## src/rtl/cmd_arbiter_pkg.sv

```systemverilog
// Shared types and constants for the UART command arbiter.
// The response timeout is enabled by defining CMD_ARBITER_TIMEOUT_EN.
package cmd_arbiter_pkg;

    localparam int CMD_W = 16;
    localparam int RESP_W = 8;
    localparam logic [RESP_W-1:0] TIMEOUT_RESP = 8'h00;

    typedef enum logic [2:0] {
        IDLE      = 3'd0,
        ISSUE     = 3'd1,
        WAIT_TX   = 3'd2,
        WAIT_RESP = 3'd3,
        DONE      = 3'd4
    } cmd_arb_state_t;

endpackage

```

## src/rtl/cmd_arbiter_rr_picker.sv

```systemverilog
// Combinational round-robin picker: first set request scanning upward from ptr+1,
// wrapping modulo NUM_REQ.
module rr_picker #(
    parameter int NUM_REQ = 4,
    parameter int PTR_W = $clog2(NUM_REQ)
) (
    input  logic [NUM_REQ-1:0] req,
    input  logic [PTR_W-1:0]   ptr,
    output logic [NUM_REQ-1:0] sel,
    output logic [PTR_W-1:0]   idx,
    output logic               any
);

    logic [PTR_W-1:0] pos_s;
    logic             hit_s;

    // Priority scan; the first hit after ptr wins and masks all later candidates.
    always_comb begin
        sel   = '0;
        idx   = '0;
        any   = 1'b0;
        pos_s = '0;
        hit_s = 1'b0;
        for (int k = 1; k <= NUM_REQ; k++) begin
            pos_s      = PTR_W'((int'(ptr) + k) % NUM_REQ);
            hit_s      = ~any & req[pos_s];
            sel[pos_s] = hit_s;
            idx        = hit_s ? pos_s : idx;
            any        = any | hit_s;
        end
    end

endmodule

```

## src/rtl/cmd_arbiter.sv

```systemverilog
// Round-robin arbiter/sequencer sharing one UART command master between NUM_REQ requesters.
// Optional response timeout: define CMD_ARBITER_TIMEOUT_EN.
module cmd_arbiter
    import cmd_arbiter_pkg::*;
#(
    parameter int NUM_REQ = 4,
    parameter int TIMEOUT_CYC = 1_000_000
) (
    input  logic                       clk,
    input  logic                       rst,
    input  logic [NUM_REQ-1:0]         req,
    input  logic [CMD_W*NUM_REQ-1:0]   req_cmd,
    output logic [NUM_REQ-1:0]         grant,
    output logic [NUM_REQ-1:0]         done,
    output logic [RESP_W-1:0]          resp,
    output logic                       resp_err,
    output logic                       snd_cmd,
    output logic [CMD_W-1:0]           cmd,
    input  logic                       cmd_cmplt,
    input  logic [RESP_W-1:0]          response,
    input  logic                       response_cmplt
);

    localparam int PTR_W = $clog2(NUM_REQ);

    cmd_arb_state_t      state_r, state_nxt_s;
    logic [PTR_W-1:0]    ptr_r, pick_idx_s;
    logic [NUM_REQ-1:0]  pick_sel_s;
    logic                pick_any_s;
    logic [CMD_W-1:0]    pick_cmd_s;
    logic                rc_prev_r, rise_s, pend_r;
    logic [RESP_W-1:0]   byte_r;
    logic                tmo_s;

`ifdef CMD_ARBITER_TIMEOUT_EN
    localparam int CNT_W = $clog2(TIMEOUT_CYC);
    logic [CNT_W-1:0] cnt_r;
    logic             err_r, resp_err_r;

    assign tmo_s    = (cnt_r == CNT_W'(TIMEOUT_CYC - 1));
    assign resp_err = resp_err_r;
`else
    assign tmo_s    = 1'b0;
    assign resp_err = 1'b0;
`endif

    rr_picker #(.NUM_REQ(NUM_REQ), .PTR_W(PTR_W)) u_picker (
        .req (req),
        .ptr (ptr_r),
        .sel (pick_sel_s),
        .idx (pick_idx_s),
        .any (pick_any_s)
    );

    assign rise_s     = response_cmplt & ~rc_prev_r;
    assign pick_cmd_s = req_cmd[int'(pick_idx_s) * CMD_W +: CMD_W];

    // State register.
    always_ff @(posedge clk) begin
        if (rst) begin
            state_r <= IDLE;
        end else begin
            state_r <= state_nxt_s;
        end
    end

    // Next-state logic; a timeout in WAIT_TX beats a simultaneous cmd_cmplt so it cannot be skipped.
    always_comb begin
        state_nxt_s = state_r;
        case (state_r)
            IDLE: begin
                if (pick_any_s) state_nxt_s = ISSUE;
                else            state_nxt_s = IDLE;
            end
            ISSUE: state_nxt_s = WAIT_TX;
            WAIT_TX: begin
                if (tmo_s)          state_nxt_s = DONE;
                else if (cmd_cmplt) state_nxt_s = WAIT_RESP;
                else                state_nxt_s = WAIT_TX;
            end
            WAIT_RESP: begin
                if (pend_r || rise_s || tmo_s) state_nxt_s = DONE;
                else                           state_nxt_s = WAIT_RESP;
            end
            DONE:    state_nxt_s = IDLE;
            default: state_nxt_s = IDLE;
        endcase
    end

    // Grant, command, response capture and output registers.
    always_ff @(posedge clk) begin
        if (rst) begin
            ptr_r     <= PTR_W'(NUM_REQ - 1);
            grant     <= '0;
            done      <= '0;
            resp      <= 8'h00;
            snd_cmd   <= 1'b0;
            cmd       <= 16'h0000;
            rc_prev_r <= 1'b0;
            pend_r    <= 1'b0;
            byte_r    <= 8'h00;
`ifdef CMD_ARBITER_TIMEOUT_EN
            cnt_r      <= '0;
            err_r      <= 1'b0;
            resp_err_r <= 1'b0;
`endif
        end else begin
            rc_prev_r <= response_cmplt;
            snd_cmd   <= 1'b0;
            done      <= '0;
            case (state_r)
                IDLE: begin
                    pend_r <= 1'b0;
                    if (pick_any_s) begin
                        grant   <= pick_sel_s;
                        ptr_r   <= pick_idx_s;
                        cmd     <= pick_cmd_s;
                        snd_cmd <= 1'b1;
                    end
                end
                ISSUE: begin
`ifdef CMD_ARBITER_TIMEOUT_EN
                    cnt_r <= '0;
                    err_r <= 1'b0;
`endif
                end
                WAIT_TX: begin
                    // An early response is remembered so WAIT_RESP can finish at once.
                    if (rise_s) begin
                        pend_r <= 1'b1;
                        byte_r <= response;
                    end
`ifdef CMD_ARBITER_TIMEOUT_EN
                    cnt_r <= cnt_r + CNT_W'(1);
                    if (tmo_s) begin
                        byte_r <= TIMEOUT_RESP;
                        err_r  <= 1'b1;
                    end
`endif
                end
                WAIT_RESP: begin
                    if (pend_r) begin
                        pend_r <= 1'b0;
                    end else if (rise_s) begin
                        byte_r <= response;
                    end else if (tmo_s) begin
                        byte_r <= TIMEOUT_RESP;
`ifdef CMD_ARBITER_TIMEOUT_EN
                        err_r  <= 1'b1;
`endif
                    end
`ifdef CMD_ARBITER_TIMEOUT_EN
                    cnt_r <= cnt_r + CNT_W'(1);
`endif
                end
                DONE: begin
                    done   <= NUM_REQ'(1) << ptr_r;
                    grant  <= '0;
                    resp   <= byte_r;
                    pend_r <= 1'b0;
`ifdef CMD_ARBITER_TIMEOUT_EN
                    resp_err_r <= err_r;
`endif
                end
                default: begin
                    grant  <= '0;
                    pend_r <= 1'b0;
                end
            endcase
        end
    end

endmodule

```

## config.mk

```make
export PLATFORM = sky130hd
export DESIGN_NAME = cmd_arbiter
export DESIGN_NICKNAME = d
export VERILOG_FILES = /design/src/rtl/cmd_arbiter_pkg.sv /design/src/rtl/cmd_arbiter_rr_picker.sv /design/src/rtl/cmd_arbiter.sv
export SDC_FILE = /design/constraint.sdc
export NUM_CORES = 1
export LEC_CHECK = 0
export BUFFER_PORTS_ARGS = -buffer_cell sky130_fd_sc_hd__buf_2
export CORE_MARGIN = 8
export CORE_UTILIZATION = 40
export CTS_CLUSTER_DIAMETER = 60
export DETAILED_ROUTE_END_ITERATION = 10
export HOLD_SLACK_MARGIN = 0.08
export PLACE_DENSITY = 0.78
export SLEW_MARGIN = 20
export SYNTH_ARGS = -nofsm -noshare
export SYNTH_HDL_FRONTEND = slang
export SYNTH_SLANG_ARGS = --single-unit
```

## constraint.sdc

```tcl
create_clock -name clk -period 4.45 [get_ports clk]
set_clock_uncertainty 0.1 [all_clocks]
set_input_delay 0 -clock clk [delete_from_list [all_inputs] [get_ports clk]]
set_output_delay 0 -clock clk [all_outputs]
set_load 0.02 [all_outputs]
```

Word level (Yosys, flattened, before mapping)
Cells that the tools add are included.

storage, ports and cells
  output and inout port bits = 34
  bits in registers = 48
  input port bits = 80

operators by class
  add/sub/neg operators = 4
  muxes and demuxes = 35
  bitwise operators = 16
  equal/unequal tests = 7
  reductions and logical operators = 14
  magnitude comparators = 8
  shift operators = 2

operators with widths
  operator                                                                              count
  64-bit by 7-bit indexed part select with 16-bit output                                1
  8-bit two-way mux                                                                     2
  8-bit one-hot mux with 2 select lines                                                 1
  4-bit bitwise mux                                                                     3
  2-bit by 3-bit < comparator with 1-bit output (second input constant)                 4
  1-bit two-way mux                                                                     12
  3-bit one-hot mux with 4 select lines                                                 1
  1-bit binary-select mux with 2-bit select                                             4
  1-bit demux with 2-bit select                                                         4
  2-bit by 1-bit greater-or-equal comparator with 1-bit output (second input constant)  4
  2-bit two-way mux                                                                     4
  1-bit NOT                                                                             8
  4-bit one-hot mux with 2 select lines                                                 1
  2-bit AND reduction                                                                   4
  3-bit by 2-bit equality test with 1-bit output (second input constant)                2
  2-bit inequality test (second input constant)                                         3
  2-bit by 1-bit adder with 2-bit output (second input constant)                        2
  2-bit adder (second input constant)                                                   2
  1-bit bitwise AND                                                                     4
  4-bit bitwise AND                                                                     1
  1-bit logical AND                                                                     4
  4-bit two-way mux                                                                     1
  2-bit OR reduction                                                                    2
  1-bit by 2-bit << shifter with 4-bit output (first input constant)                    1
  other kinds (9)                                                                       11

Longest topological paths before layout
Gate-level depths: netlist of run 1.

  depth after elaboration = 14
  gate-level depth with buffers = 15
  depth with buffers taken out = 8

By module
A second synthesis of run 1 with hierarchy kept.

unflattened totals
  cell total of the unflattened synthesis = 230
  area total of the unflattened synthesis = 2682.6 um^2

by module, submodules not included
  module       cells an instance  area an instance (um^2)  instances
  cmd_arbiter  181                2237.1                   1
  rr_picker    49                 445.4                    1

Least setup slack after synthesis of run 1
No wires, ideal clock.

  path kind = reg2reg
  start point = register ptr_r[0]
  end point = register cmd[10]
  data required time = 4216 ps
  data arrival time = 3415 ps
  path slack = 801 ps
  buffers on the path = 6
  clock period less this slack = 3649 ps
  cell stages (with the launch flop) = 14
  path through = dfxtp_1 buf_6 clkbuf_1 inv_1 clkbuf_1 clkbuf_1 ha_1 buf_4 mux2i_1 o21ai_2 a21oi_4 buf_4 mux2i_1 o211ai_1

on the way
  word-level cells in the longest chain between the ends = 13
  elaborated cells between the ends (all ways) = 27
  classes of those cells = add/sub (4); shift (1); mux (12); bitwise (9); reduce/logical (1)

ends and longest elaborated chain
  element                                                                                               line                                                      text
  start, declared                                                                                       cmd_arbiter.sv:27                                         logic [PTR_W-1:0] ptr_r, pick_idx_s;
  start signal, assigned                                                                                cmd_arbiter.sv:93                                         ptr_r <= PTR_W'(NUM_REQ - 1);
  start signal, assigned                                                                                cmd_arbiter.sv:116                                        ptr_r <= pick_idx_s;
  2-bit by 1-bit adder with 2-bit output                                                                cmd_arbiter_rr_picker.sv:25                               pos_s = PTR_W'((int'(ptr) + k) % NUM_REQ);
  1-bit binary-select mux with 2-bit select                                                             cmd_arbiter_rr_picker.sv:26                               hit_s = ~any & req[pos_s];
  1-bit two-way mux (not written as such)                                                               cmd_arbiter_rr_picker.sv:26
  1-bit NOT                                                                                             cmd_arbiter_rr_picker.sv:26
  1-bit bitwise AND                                                                                     cmd_arbiter_rr_picker.sv:26
  1-bit bitwise OR                                                                                      cmd_arbiter_rr_picker.sv:29                               any = any | hit_s;
  1-bit NOT                                                                                             cmd_arbiter_rr_picker.sv:26
  1-bit bitwise AND                                                                                     cmd_arbiter_rr_picker.sv:26
  1-bit bitwise OR                                                                                      cmd_arbiter_rr_picker.sv:29
  1-bit NOT                                                                                             cmd_arbiter_rr_picker.sv:26
  1-bit bitwise AND                                                                                     cmd_arbiter_rr_picker.sv:26
  2-bit two-way mux / 1-bit bitwise OR (equally long branches)                                          cmd_arbiter_rr_picker.sv:28, cmd_arbiter_rr_picker.sv:29
  64-bit by 7-bit indexed part select with 16-bit output / 2-bit AND reduction (equally long branches)  n/a
  end signal, assigned                                                                                  cmd_arbiter.sv:117                                        cmd <= pick_cmd_s;
  end, declared                                                                                         cmd_arbiter.sv:18                                         output logic [CMD_W-1:0] cmd,

Several ways; a longest one is shown, not always the timed one. The select of a mux whose other input is x is not followed.
A chain may end at the register's enable or synchronous reset.

Final worst setup path of run 1
  start point = register ptr_r[1]
  end point = register cmd[0]

The elaborated chain is that of the path after synthesis.

==> results of run 1 <==
[layout make-up]
class / instances / share of cell area [%]
inverter: 20 / 1.60
sequential: 48 / 20.5
tap: 102 / 2.72
clock inverter: 3 / 1.01
multi-input combinational: 298 / 41.0
timing repair buffer: 207 / 31.6
clock buffer: 5 / 1.47
antenna: 1 / 0.0533
[final timing paths]
| check | startpoint | end | slack [ns] | cells past startpoint |
|---|---|---|---|---|
| min reg2reg | resp[4] | resp[4] | 0.36 | 2 |
| max | ptr_r[1] | cmd[0] | 0.20 | 12 |
| max reg2reg | ptr_r[1] | cmd[0] | 0.20 | 12 |
| min | resp[4] | resp[4] | 0.36 | 2 |
[power breakdown]
| group | internal (W) | switching, W |
|---|---|---|
| registers | 0.000515 | 0.0000537 |
| clock network | 0.000170 | 0.000176 |
| logic | 0.000837 | 0.000974 |
[sequential cells by signal, indices dropped and copies added, names as in the netlist]
name,flops
state_r,3
grant,4
snd_cmd,1
done,4
resp,8
rc_prev_r,1
ptr_r,2
cmd,16
byte_r,8
pend_r,1
[synthesized netlist by cell type, drive strengths merged, types with 6 or more instances]
cell type  instances  area (um2)
nand2             65         244
nor2              35         148
nor2b              6        47.5
inv               20        75.1
dfxtp             48         961
a21oi             16        91.3
nor3              18        95.1
a211oi            18         135
mux2i             26         260
a311o             16         160
o21ai             23         119
clkbuf            17        63.8
nand3             13        65.1
o211ai            16         120
buf               15         100
[routing by layer]
layer | global-route usage, % | routed length [um]
met5 | 0 | 0
met4 | 12.9 | 659
met2 | 35.0 | 5830
met3 | 4.58 | 848
met1 | 23.8 | 4530
[metrics by stage]
step / cell area, um2 / instances / utilization (%) / hold WS (ns) / power [W]
finish: 4690 / 684 / 61.4 / 0.364 / 0.00272
global route: 4690 / 684 / 61.4 / 0.376 / 0.00289
CTS: 4610 / 674 / 60.3 / 0.361 / 0.00252
detailed placement: 3700 / 587 / 48.4 / 0.137 / 0.00198
global placement: 3700 / 587 / 48.4 / 0.132 / 0.00194
floorplan: 3120 / 398 / - / 0.0282 / 0.00169
[critical path: stages, from the launching register on]
cell	delay [ns]
dfxtp_1	0.52
inv_1	0.21
ha_2	0.52
mux4_2	0.59
nor2b_2	0.21
nor3_2	0.12
buf_4	0.26
a21oi_4	0.07
buf_12	0.18
mux2i_1	0.15
dlygate4sd3_1	0.56
o211ai_1	0.07
dlygate4sd3_1	0.57
[cells by family after synthesis]
family                     count (synthesis)
muxes                                     34
adders and majority gates                  4
buffers and inverters                     52
DFF                                       48
xor gates and xnor gates                   2
AOI/OAI and AO/OA                        104
other                                      1
and+or+nand+nor                          153
[repair_timing]
action,CTS,global route
setup endpoints to repair,0,4
hold buffers,79,0
setup buffers,0,9
gates resized for setup,0,1
endpoints found under the hold margin,35,0
==> reports/qor.yml, run 1 <==
yosys:
  postSynthAreaPerCell_um2: 7.84
  synth-adder-area-share_pct: 1.60
  ys_ff_latch: 48
  synthFlopType: "dfxtp_1"
  synth.distinct_cells: 49
  synth_edf_count: 0
  ys_warn_count: 0
  yosysSeqAreaShare_pct: 30.8
  synth_compound_area_share_pct: 23.7
  synthMuxAreaShare_pct: 12.7
  async_flop_share_pct: 0
  syn_area_mm2: 0.00312
  syn-num-nets: 482
  synth-xor-area-share_pct: 0.561
  synth_simple_gate_area_share_pct: 22.9
  synth_top_family_by_area: "compound AO/OA/AOI/OAI gates"
  syn_inst: 398
global_routing:
  grt_pass1_wl_um: 19000
  grt_usage_pct: 21.0
  grt_pass1_vias: 3997
  grt_max_degree: 53
  antenna_found_initial: 1
  overflow: 0
timing:
  setup_viol: 0
  maxSlewHeadroom_pct: 42.6
  fin_ws_ns: 0.204
  slew_violations: 0
  setup_tns_ns: 0
  finalHoldViolCount: 0
  period_share_pct: 95.4
  tightest_slew_ns: 0.857
  min_period_ns: 4.25
  rsz0062_at_grt: "no"
  timing.fmax_mhz: 236
critical_path:
  end_kind: "flip-flop"
  arrival_ns: 4.37
  critPathKind: "flip-flop to flip-flop"
  cp-start-kind: "flip-flop"
  worst_ep_required_time_ns: 4.57
  cp_max_fo: 16
clock_tree:
  clk_pin_slew_ns: 0.10
  cts_buffers: 5
  clkLatencyLatePin_ns: 0.32
  root_buffer: "clkbuf_8"
  cts.sinks: 48
  clockBufferDepth: 2
  cts_tree: "done"
  htreeDepth: 2
worst_hold_path:
  hp-class: "flip-flop to flip-flop"
final_layout:
  seq_area_um2: 962
  area_delta_synth_final_pct: 50.4
  fillers: 593
  multi_input_area_mm2: 0.00193
  drive_above_1_share_pct: 26.9
  fin_nets: 664
  final_common_cell: "buf_2"
  final_cell_mix: "buf_2, dlygate4sd3_1, nand2_1"
routing:
  drtIter0Drc: 410
  via_per_inst: 5.71
  drcViolationCount: 0
  antenna_left: 0
  via_count: 3906
  wl_um: 11900
  wire_per_inst_um: 17.3
  first_pass_iters: 5
placement:
  place_congestion: 0.859
  place_ws_ns: 0.953
  io_buffers: 112
  place_hpwl_um: 6980
floorplan:
  die_w_um: 104
  die_area_mm2: 0.0109
  core_area_mm2: 0.00765
  initial_utilization_pct: 40.8
  ioPinCount: 114
  fp.dieH_um: 104
  rows: 32
status:
  status: "finished, final reports clean"
flow_run:
  cap_viol_max_count: 0
power_and_ir_drop:
  ir_drop_mv: 0.275
  power_density_mw_per_mm2: 580
  power.static_leakage_nw: 2.14
Note: power is estimated with default switching activity, not from simulation.
==> inputs of run 2 (changes only) <==
--- a/config.mk
+++ b/config.mk
@@ -6,6 +6,7 @@
 export NUM_CORES = 1
 export LEC_CHECK = 0
 export BUFFER_PORTS_ARGS = -buffer_cell sky130_fd_sc_hd__buf_2
+export CORE_ASPECT_RATIO = 0.9
 export CORE_MARGIN = 8
 export CORE_UTILIZATION = 40
 export CTS_CLUSTER_DIAMETER = 60
==> run 2 against run 1 <==
  * Maximum frequency is 1.7% lower
  * Utilization grew 0.42 points
  * Worst hold slack worse by 0.26 ns
  * Combinational power shrank 7%
  * Final area down 0.67%
  * Power decreased by 2.7%
  * Largest power group unchanged
  * Highest routed layer unchanged
==> reports/qor.yml, run 2 (synthesized netlist as in run 1, its figures left out) <==
final_layout:
  regMostFlops: "cmd"
  fin_nets: 658
  drive_above_1_share_pct: 25.4
  final_common_cell: "buf_2"
  area_delta_synth_final_pct: 49.4
  post-route-cell-area_mm2: 0.00466
  final_cell_mix: "buf_2, dlygate4sd3_1, nand2_1"
  reg.largest.list: "cmd: 16 flops, byte_r: 8 flops, resp: 8 flops"
  final_util_pct: 61.8
  largest_reg_flops: 16
  fillers: 598
  fin_cells: 675
global_routing:
  grt_pass1_wl_um: 19100
  use_met1_pct: 25.2
  grt_use_met2_pct: 33.9
  grt_pass1_vias: 3974
  antenna_found_initial: 2
  overflow: 0
  top_usage_layer: "met2"
  grt_usage_pct: 21.4
  use_met3_pct: 5.25
  grt_max_degree: 53
timing:
  setup_viol: 0
  tightest_slew_ns: 0.923
  hold_slack_ns: 0.104
  rsz0062_at_grt: "no"
  slew_violations: 0
  min_period_ns: 4.32
  finalHoldViolCount: 0
  timing.fmax_mhz: 231
  maxSlewHeadroom_pct: 38.2
  setup_tns_ns: 0
  period_share_pct: 97.1
routing:
  drtIter0Drc: 322
  wl_um: 11900
  antenna_left: 0
  via_per_inst: 5.77
  first_pass_iters: 5
  via_count: 3896
  drcViolationCount: 0
  wire_per_inst_um: 17.6
critical_path:
  critPathKind: "flip-flop to flip-flop"
  cp-start-kind: "flip-flop"
  timing.rr.start: "ptr_r[1]"
  end_kind: "flip-flop"
  worst_ep_required_time_ns: 4.51
  cp_max_fo: 17
  r2r_slack_ns: 0.13
  critPathLaunch: "ptr_r[1]"
  arrival_ns: 4.38
clock_tree:
  htreeDepth: 2
  clkLatencyLatePin_ns: 0.31
  clockBufferDepth: 2
  cts_buffers: 5
  clk_pin_slew_ns: 0.11
  cts_tree: "done"
  cts.sinks: 48
  root_buffer: "clkbuf_8"
  cts_resized: 0
worst_hold_path:
  hp-start: "req_cmd[16]"
  hp-class: "input port to flip-flop"
placement:
  placed_area_mm2: 0.00369
  dpl.cell_count: 581
  place_congestion: 0.841
  io_buffers: 112
  place_hpwl_um: 7160
floorplan:
  initial_utilization_pct: 41.4
  rows: 30
  ioPinCount: 114
  die_w_um: 109
  fp.dieH_um: 99.8
  core_area_mm2: 0.00754
  die_area_mm2: 0.0109
power_and_ir_drop:
  power.static_leakage_nw: 2.11
  power_density_mw_per_mm2: 568
  ir_drop_mv: 0.403
status:
  status: "finished, final reports clean"
flow_run:
  cap_viol_max_count: 0
## run 2: power by group
group	switching (W)	internal (W)	leakage, nW	total (W)
combinational	0.000952	0.000731	1.65	0.00168
sequential	0.0000566	0.000515	0.392	0.000571
clock	0.000169	0.000227	0.0688	0.000396
## run 2: worst max-delay path, cell delays in order (launching register included)
cell	delay, ns
dfxtp_1	0.55
inv_1	0.24
ha_1	0.60
mux4_2	0.61
nor2b_1	0.22
o21ai_2	0.08
buf_4	0.23
a21oi_4	0.59
mux2i_1	0.27
dlygate4sd3_1	0.59
o211ai_1	0.10
## run 2: timing repair
| action | 4_1_cts | 5_1_grt |
|---|---|---|
| endpoints found under the hold margin | 36 | 0 |
| setup buffers | 0 | 0 |
| hold buffers | 82 | 0 |
| endpoints found under the setup margin | 0 | 0 |
## run 2: layout make-up
class                   count  area (um2)  share of cell area, %
flip-flops and latches     48         962                   20.6
multi-input cells         298        1920                   41.3
clock buffers               5        68.8                   1.48
clock inverters             3        68.8                   1.48
well taps                  96         120                   2.58
inverters                  20        75.1                   1.61
repair buffers            201        1430                   30.7
diodes                      4        10.0                  0.215
## run 2: layer usage
layer	up-vias	part of all wire (%)
met1	1734	38
li1	1787	-
met2	291	47
met3	84	9.2
met4	0	6.0
met5	-	0
## run 2: final timing paths
kind / cells past startpoint / endpoint
worst max-delay path: 10 / cmd[12]
worst min-delay path: 5 / cmd[0]
worst max register to register: 10 / cmd[12]
worst min register to register: 2 / resp[2]
## run 2: metrics by stage
stage          worst slack, ns  power [W]
6_report                 0.130    0.00265
5_1_grt                0.00469    0.00280
4_1_cts                  0.293    0.00258
3_5_place_dp             0.812    0.00199
3_3_place_gp              1.06    0.00194
2_1_floorplan            0.801    0.00169
